$ cat config.mk
export PLATFORM = sky130hd
export DESIGN_NAME = bp_axi_rd_arbiter
export DESIGN_NICKNAME = d
export VERILOG_FILES = /design/src/rtl/bp_axi_rd_arbiter.sv
export SDC_FILE = /design/constraint.sdc
export NUM_CORES = 1
export LEC_CHECK = 0
export ABC_AREA = 1
export CAP_MARGIN = 20
export CORE_AREA = 10 10 173 175
export DETAILED_ROUTE_END_ITERATION = 6
export DIE_AREA = 0 0 183 185
export PLACE_DENSITY = 0.5
export SYNTH_ARGS = -nofsm -noshare
export SYNTH_HDL_FRONTEND = slang
export SYNTH_SLANG_ARGS = --single-unit
$ cat constraint.sdc
create_clock -name aclk -period 1.4 [get_ports aclk]
set_input_delay 0.28 -clock aclk [delete_from_list [all_inputs] [get_ports aclk]]
set_output_delay 0.28 -clock aclk [all_outputs]
set_load 0.02 [all_outputs]
$ cat src/rtl/bp_axi_rd_arbiter.sv
// ---------------------------------------------------------------------------
// bp_axi_rd_arbiter
//   Two-requester AXI4 read-channel (AR/R) arbiter. Shares one downstream
//   read slave between two upstream read masters, granting one whole burst at
//   a time in round-robin order. Only one burst is outstanding downstream.
//
// Ports
//   aclk, reset            clock, synchronous active-high reset
//   s_axi_ar*              upstream AR fields, requester i at slice i
//   s_axi_arvalid/arready  per-requester AR handshake
//   s_axi_r*               R fields broadcast to both slices
//   s_axi_rvalid/rready    per-requester R handshake (only grantee sees rvalid)
//   m_axi_ar*/r*           downstream AR/R channel
//   grant_count_o          per-requester AR handshake counters, requester i at
//                          bits [32*i +: 32]; only with BP_AXI_RD_ARB_STATS_EN
//
// Optional feature macro: BP_AXI_RD_ARB_STATS_EN
// ---------------------------------------------------------------------------
module bp_axi_rd_arbiter #(
    parameter int ADDR_WIDTH = 64,
    parameter int DATA_WIDTH = 64,
    parameter int ID_WIDTH   = 4,
    parameter int num_req_p  = 2
) (
    input  logic                    aclk,
    input  logic                    reset,

    input  logic [2*ADDR_WIDTH-1:0] s_axi_araddr,
    input  logic [2*ID_WIDTH-1:0]   s_axi_arid,
    input  logic [15:0]             s_axi_arlen,
    input  logic [5:0]              s_axi_arsize,
    input  logic [3:0]              s_axi_arburst,
    input  logic [1:0]              s_axi_arvalid,
    output logic [1:0]              s_axi_arready,

    output logic [2*DATA_WIDTH-1:0] s_axi_rdata,
    output logic [2*ID_WIDTH-1:0]   s_axi_rid,
    output logic [3:0]              s_axi_rresp,
    output logic [1:0]              s_axi_rlast,
    output logic [1:0]              s_axi_rvalid,
    input  logic [1:0]              s_axi_rready,

    output logic [ADDR_WIDTH-1:0]   m_axi_araddr,
    output logic [ID_WIDTH-1:0]     m_axi_arid,
    output logic [7:0]              m_axi_arlen,
    output logic [2:0]              m_axi_arsize,
    output logic [1:0]              m_axi_arburst,
    output logic                    m_axi_arvalid,
    input  logic                    m_axi_arready,

    input  logic [DATA_WIDTH-1:0]   m_axi_rdata,
    input  logic [ID_WIDTH-1:0]     m_axi_rid,
    input  logic [1:0]              m_axi_rresp,
    input  logic                    m_axi_rlast,
    input  logic                    m_axi_rvalid,
`ifdef BP_AXI_RD_ARB_STATS_EN
    output logic [63:0]             grant_count_o,
`endif
    output logic                    m_axi_rready
);

    if (num_req_p != 2) begin : g_bad_num_req
        $error("bp_axi_rd_arbiter: num_req_p must be 2");
    end

    typedef enum logic [1:0] {
        e_idle = 2'd0,
        e_addr = 2'd1,
        e_data = 2'd2
    } state_e;

    state_e state_q, state_d;
    logic   grant_q, grant_d;
    logic   prio_q,  prio_d;

    logic   in_addr, in_data;
    logic   winner;
    logic   ar_hs, r_last_hs;

    assign in_addr = (state_q == e_addr);
    assign in_data = (state_q == e_data);

    // A lone requester wins outright; a tie goes to the preferred one.
    assign winner = (&s_axi_arvalid) ? prio_q : s_axi_arvalid[1];

    // AR fields are not registered: the grantee holds them stable until arready.
    assign m_axi_araddr  = grant_q ? s_axi_araddr[2*ADDR_WIDTH-1:ADDR_WIDTH] : s_axi_araddr[ADDR_WIDTH-1:0];
    assign m_axi_arid    = grant_q ? s_axi_arid[2*ID_WIDTH-1:ID_WIDTH]       : s_axi_arid[ID_WIDTH-1:0];
    assign m_axi_arlen   = grant_q ? s_axi_arlen[15:8]                       : s_axi_arlen[7:0];
    assign m_axi_arsize  = grant_q ? s_axi_arsize[5:3]                       : s_axi_arsize[2:0];
    assign m_axi_arburst = grant_q ? s_axi_arburst[3:2]                      : s_axi_arburst[1:0];

    // R payload goes to both slices; only rvalid is steered.
    assign s_axi_rdata = {2{m_axi_rdata}};
    assign s_axi_rid   = {2{m_axi_rid}};
    assign s_axi_rresp = {2{m_axi_rresp}};
    assign s_axi_rlast = {2{m_axi_rlast}};

    always_comb begin
        s_axi_arready          = 2'b00;
        s_axi_rvalid           = 2'b00;
        m_axi_arvalid          = in_addr & s_axi_arvalid[grant_q];
        s_axi_arready[grant_q] = in_addr & m_axi_arready;
        s_axi_rvalid[grant_q]  = in_data & m_axi_rvalid;
        m_axi_rready           = in_data & s_axi_rready[grant_q];
    end

    assign ar_hs     = m_axi_arvalid & m_axi_arready;
    assign r_last_hs = m_axi_rvalid & m_axi_rready & m_axi_rlast;

    always_comb begin
        state_d = state_q;
        grant_d = grant_q;
        prio_d  = prio_q;
        unique case (state_q)
            e_idle: begin
                if (|s_axi_arvalid) begin
                    grant_d = winner;
                    state_d = e_addr;
                end
            end
            e_addr: begin
                if (ar_hs) state_d = e_data;
            end
            e_data: begin
                // Hand preference to the other requester once this burst ends.
                if (r_last_hs) begin
                    state_d = e_idle;
                    prio_d  = ~grant_q;
                end
            end
            default: state_d = e_idle;
        endcase
    end

    always_ff @(posedge aclk) begin
        if (reset) begin
            state_q <= e_idle;
            grant_q <= 1'b0;
            prio_q  <= 1'b0;
        end else begin
            state_q <= state_d;
            grant_q <= grant_d;
            prio_q  <= prio_d;
        end
    end

`ifdef BP_AXI_RD_ARB_STATS_EN
    logic [63:0] grant_cnt_q, grant_cnt_d;

    always_comb begin
        grant_cnt_d = grant_cnt_q;
        if (ar_hs) begin
            if (grant_q) grant_cnt_d[63:32] = grant_cnt_q[63:32] + 32'd1;
            else         grant_cnt_d[31:0]  = grant_cnt_q[31:0]  + 32'd1;
        end
    end

    always_ff @(posedge aclk) begin
        if (reset) grant_cnt_q <= '0;
        else       grant_cnt_q <= grant_cnt_d;
    end

    assign grant_count_o = grant_cnt_q;
`endif

`ifndef SYNTHESIS
    // The grantee must hold arvalid until the address is accepted.
    ar_hold_a: assert property (@(posedge aclk) disable iff (reset)
        (in_addr && s_axi_arvalid[grant_q] && !m_axi_arready) |=> s_axi_arvalid[grant_q]);

    // Downstream must not return data unless a burst is in its data phase.
    r_spurious_a: assert property (@(posedge aclk) disable iff (reset)
        m_axi_rvalid |-> in_data);
`endif

endmodule

==> results of run 1 <==
==> report_power, final <==
group	internal, uW	switching (uW)	total [uW]	leakage (uW)
clock network	377	91.1	468	0.0000382
registers	122	14.8	137	0.0000337
logic	1170	961	2130	0.00241
==> layout make-up <==
type,instances,area (sq um),area share [%]
Tap cell,341,427,8.04
Sequential cell,4,85.1,1.60
Timing Repair Buffer,301,3260,61.5
Antenna cell,1,2.50,0.0472
Multi-Input combinational cell,276,1390,26.3
Clock buffer,4,78.8,1.49
Inverter,11,56.3,1.06
==> metrics by stage <==
stage,setup TNS (ns),total power [uW]
2_1_floorplan,0,1380
3_3_place_gp,-30.35,1930
3_5_place_dp,-30.28,1930
4_1_cts,-13.25,2450
5_1_grt,-18.29,2890
6_report,-13.41,2740
==> cell families after synthesis <==
logic type | synth area share (%)
flip-flops | 3.31
AO/OA/AOI/OAI | 1.03
buffers and inverters | 52.9
AND/OR/NAND/NOR | 42.8
==> worst min-delay path by stage <==
stage	from	to	slack [ns]	depth (start not counted)
after detailed placement	prio_q	prio_q	0.52	4
after global routing	m_axi_rdata[1]	s_axi_rdata[1]	0.56	0
after floorplan	reset	grant_q	0.35	1
final	prio_q	prio_q	0.53	4
after CTS	prio_q	prio_q	0.53	4
after global placement	prio_q	prio_q	0.51	4
==> Yosys cell counts <==
cell type	instances	share of area [%]
inv_1	10	1.6
nand2_1	252	39
nor2_1	9	1.4
a21oi_1	4	0.83
dfxtp_1	4	3.3
nand3_1	2	0.41
nor3_1	4	0.83
inv_6	1	0.36
o21ai_0	1	0.21
buf_2	4	0.83
buf_6	9	4.2
buf_4	148	46
nand2_2	4	1.0
==> worst min-delay path, stage by stage, from the launching register on <==
cell and delay [ns]:
dfxtp_1 0.29, inv_1 0.06, nand2_1 0.05, nand2_1 0.05, nor2_1 0.03
==> layer usage <==
layer,up-vias,part of all wire (%),GRT usage (%)
met5,-,0,0
met4,0,3.6,3.48
met3,59,13,4.74
met2,224,48,11.8
met1,1271,35,6.69
li1,1492,-,-
==> timing repair <==
item | 4_1_cts | 5_1_grt
setup endpoints to repair | 90 | 89
resized for setup | 391 | 208
setup buffers | 2 | 7
cloned | 2 | 8
pin swaps | 3 | 36
==> sequential cells by signal, indices dropped and copies added (netlist names) <==
| register | count |
|---|---|
| state_q | 2 |
| grant_q | 1 |
| prio_q | 1 |
==> flow_summary.json, run 1 <==
{
  "synth-seq-cells": 4,
  "path_max_fanout": 7,
  "insertion_delay_ns": 0.23,
  "fill_cells": 3004,
  "r2r-end": "prio_q",
  "ant_nets": 0,
  "holdBufCountCts": 0,
  "post_route_cells_drive_above_1_share_pct": 39.1,
  "whs_ns": 0.526,
  "htree_levels": 1,
  "worst_r2r_path_depth": 7,
  "syn_nets": 693,
  "numPortBuffers": 259,
  "grt_use_total_pct": 7.14,
  "grt_max_degree": 22,
  "max_slew.worst_pin.slew_ns": 0.275,
  "crit_end": "s_axi_arready[1]",
  "via_count": 3046,
  "post-place-cells": 917,
  "synth_area_sq_um": 2420,
  "post_drt_wl_per_cell_um": 16.4,
  "violations": "negative setup slack",
  "stdcell_count": 938,
  "yosysSeqAreaShare_pct": 3.31,
  "fp.dieH_um": 185,
  "overflow": 0,
  "crit_family": "buffers and inverters",
  "dieArea_sq_um": 33900,
  "critPathBufInv": 4,
  "slew_viol_final": 0,
  "slowest_delay_ns": 0.48,
  "wirelength_um": 15400,
  "powerDensity_nw_per_um2": 516,
  "synthCells": 452,
  "cp.depth": 5,
  "cts_buffers": 3,
  "layout_common_cells": "nand2_1 (169), clkdlybuf4s50_1 (168), buf_6 (78), nand2_2 (70)",
  "die_w_um": 183,
  "cp-end-kind": "output pin",
  "critPathRequiredTime_ns": 1.12,
  "setup_ws_ns": -0.241,
  "drc": 0,
  "clock.fmax_mhz": 609,
  "grt_pass1_wl_um": 18200,
  "cp_slowest_cell": "dfxtp_4",
  "cts_root_buf": "clkbuf_16",
  "grt_pass1_vias": 3019,
  "start_util_pct": 9.10,
  "layout_commonest_cell": "nand2_1",
  "fin_crit_ns": 1.64,
  "relSlewSlack_pct": 81.7,
  "setup_violations": 87,
  "drt_iter0_markers": 54,
  "firstDrtPassIters": 4,
  "path_class": "flop to output pin",
  "place_hpwl_um": 11300,
  "cts_tree": "yes",
  "final-hold-violation-count": 0,
  "gp_congestion": 0.735,
  "cp-start-kind": "flop",
  "yosysWarnings": 0,
  "routed_via_density": 3.25,
  "design_area_sq_um": 5310,
  "setup.worst_path.start": "grant_q",
  "syn-mean-instance-area_sq_um": 5.35,
  "outcome": "finished, violations left",
  "clk_pin_slew_ns": 0.03,
  "r2r-start": "grant_q",
  "synth_cell_types": 13,
  "finalCritPeriodShare_pct": 117,
  "nets": 838,
  "antenna_found_initial": 1,
  "hold_path.class": "flop to flop",
  "cp.arrival_ns": 1.36,
  "finClkSkew_ns": 0.00202,
  "rsz0062_at_grt": "true",
  "p_leak_uw": 0.00248,
  "regToRegSetupSlack_ns": 0.01,
  "fp.coreArea_sq_um": 26600,
  "finish.utilization_pct": 20.0,
  "cts.path.max_buffers": 2,
  "cap_violations": 0,
  "path_common_cell": "buf_4",
  "path_cells": "inv_12 > buf_4 > nor3_2 > buf_4 > buf_12",
  "syn2layout_area_growth_pct": 119,
  "row_count": 60,
  "placed_area_sq_um": 4510,
  "ir_drop_v": 0.000247,
  "ios": 470,
  "cts.sinks": 4,
  "post-place-ws_ns": -0.596
}
No activity file was read; power rests on OpenSTA's default activity.
==> run 2, diff against run 1 <==
CORE_AREA = 2 2 185 187   (was 10 10 173 175)
DIE_AREA = 0 0 187 189   (was 0 0 183 185)
PLACE_DENSITY = 0.43   (was 0.5)
==> run 2 against run 1 <==
Net effect:
- the flow still finishes with violations (negative setup slack)
- sequential share of layout area about the same
- clock power up 1%
- sequential power down 6%
- first-iteration DRC count up 3.7%
- non-clock buffer count up 5
- clock skew up 0.0014 ns
- die area up 4.4%
- largest cell class unchanged
- largest power group unchanged
- highest routed layer unchanged
==> flow_summary.json, run 2 (same netlist as run 1, synthesis figures left out) <==
{
  "cts_buffers": 3,
  "r2r-start": "grant_q",
  "wirelength_um": 13800,
  "nets": 844,
  "reg.largest.list": "state_q (2), grant_q (1), prio_q (1)",
  "cp.arrival_ns": 1.36,
  "relSlewSlack_pct": 73.1,
  "layout_common_cells": "nand2_1 (196), clkdlybuf4s50_1 (170), buf_6 (64), nand2_2 (52), buf_4 (41)",
  "setup_ws_ns": -0.243,
  "swShare_pct": 38.5,
  "cts.path.max_buffers": 2,
  "finalCritPeriodShare_pct": 117,
  "cp-end-kind": "output pin",
  "critPathRequiredTime_ns": 1.12,
  "p_clk_share_pct": 17.6,
  "drt_iter0_markers": 56,
  "post_drt_wl_per_cell_um": 13.2,
  "routed_via_density": 2.92,
  "start_util_pct": 7.27,
  "via_count": 3067,
  "largest_reg_flops": 2,
  "fill_cells": 3824,
  "numPortBuffers": 259,
  "setup_violations": 87,
  "place_hpwl_um": 10200,
  "overflow": 0,
  "violations": "negative setup slack",
  "syn2layout_area_growth_pct": 121,
  "clock.fmax_mhz": 609,
  "fp.coreArea_sq_um": 33300,
  "power.switching_uw": 1030,
  "layout_commonest_cell": "nand2_1",
  "firstDrtPassIters": 4,
  "grt_max_degree": 21,
  "clk_pin_slew_ns": 0.03,
  "gp_congestion": 0.712,
  "row_count": 67,
  "final-hold-violation-count": 0,
  "cp-start-kind": "flop",
  "ir_drop_v": 0.000229,
  "fp.dieH_um": 189,
  "fin_crit_ns": 1.64,
  "antenna_found_initial": 0,
  "post_route_cells_drive_above_1_share_pct": 35.5,
  "max_slew.worst_pin.slew_ns": 0.403,
  "setup.worst_path.start": "grant_q",
  "htree_levels": 1,
  "die_w_um": 187,
  "dieArea_sq_um": 35300,
  "insertion_delay_ns": 0.23,
  "holdBufCountCts": 0,
  "grt_use_total_pct": 6.71,
  "post-place-ws_ns": -0.544,
  "cts_root_buf": "clkbuf_16",
  "powerDensity_nw_per_um2": 503,
  "min-delay-start": "prio_q",
  "grt_pass1_wl_um": 18000,
  "antenna_cells": 0,
  "power_frac_comb_pct": 77.6,
  "cts.sinks": 4,
  "rsz0062_at_grt": "true",
  "path_max_fanout": 10,
  "ant_nets": 0,
  "power_uw": 2690,
  "finClkSkew_ns": 0.00343,
  "regMostFlops": "state_q",
  "cap_violations": 0,
  "grt_pass1_vias": 2993,
  "p_leak_uw": 0.00247,
  "cts_tree": "yes",
  "outcome": "finished, violations left",
  "drc": 0,
  "slew_viol_final": 0,
  "ios": 470,
  "hold_path.class": "flop to flop",
  "path_class": "flop to output pin",
  "p_int_uw": 1650,
  "pwr-share-seq_pct": 4.8
}
-- run 2: layout make-up --
class	count	area, sq um	share of cell area (%)
inverters	11	60.1	1.12
repair buffers	306	3260	60.9
repair inverters	1	11.3	0.211
flip-flops and latches	4	85.1	1.59
clock buffers	4	78.8	1.47
well taps	448	561	10.5
multi-input cells	276	1290	24.2
-- run 2: path summary, 6_finish.rpt --
path	end	slack [ns]	cells past startpoint
min	prio_q	0.53	4
min reg2reg	prio_q	0.53	4
max	s_axi_rvalid[0]	-0.24	5
max reg2reg	state_q[1]	0.10	9
-- run 2: through the flow --
| step | hold WS, ns | instance area, sq um | std cells | TNS [ns] | util, % |
|---|---|---|---|---|---|
| 2_1_floorplan | 0.349 | 2420 | 452 | 0 | - |
| 3_3_place_gp | 0.514 | 4670 | 1026 | -33.17 | 14.0 |
| 3_5_place_dp | 0.531 | 4670 | 1026 | -32.85 | 14.0 |
| 4_1_cts | 0.536 | 4910 | 1039 | -14.25 | 14.7 |
| 5_1_grt | 0.560 | 5350 | 1050 | -17.40 | 16.1 |
| 6_report | 0.533 | 5350 | 1050 | -12.48 | 16.1 |
-- run 2: what timing repair did --
item,4_1_cts,5_1_grt
resized for setup,431,152
setup endpoints to repair,89,90
hold endpoints to repair,0,0
pin swaps,11,19
gates cloned,2,6
buffers inserted,7,5
-- run 2: critical path: stages (launching register included) --
cell and delay, ns:
dfxtp_4 0.36, buf_12 0.14, buf_12 0.14, buf_12 0.14, nor3_4 0.19, buf_6 0.14
-- run 2: metal layers --
layer  GRT usage (%)  up-vias  routed length (um)
met5           0.824        -                   0
met2            10.9      222                6730
met3            3.35       61                1560
li1                -     1502                   -
met1            7.07     1282                4910
met4            3.63        0                 626
-- run 2: power groups by stage --
stage | Sequential (uW) | Combinational (uW) | Clock, uW
after floorplan | 126 | 1260 | 0
after global placement | 130 | 1800 | 0
after detailed placement | 130 | 1800 | 0
after CTS | 133 | 1880 | 482
after global routing | 129 | 2240 | 492
final | 129 | 2080 | 474
==> run 3, diff against run 2 <==
ABC_CLOCK_PERIOD_IN_PS = 1400   (was unset)
SLEW_MARGIN = 20   (was unset)
==> results of run 3 <==
The final DEF is identical to that of run 2; final timing and power are the same.
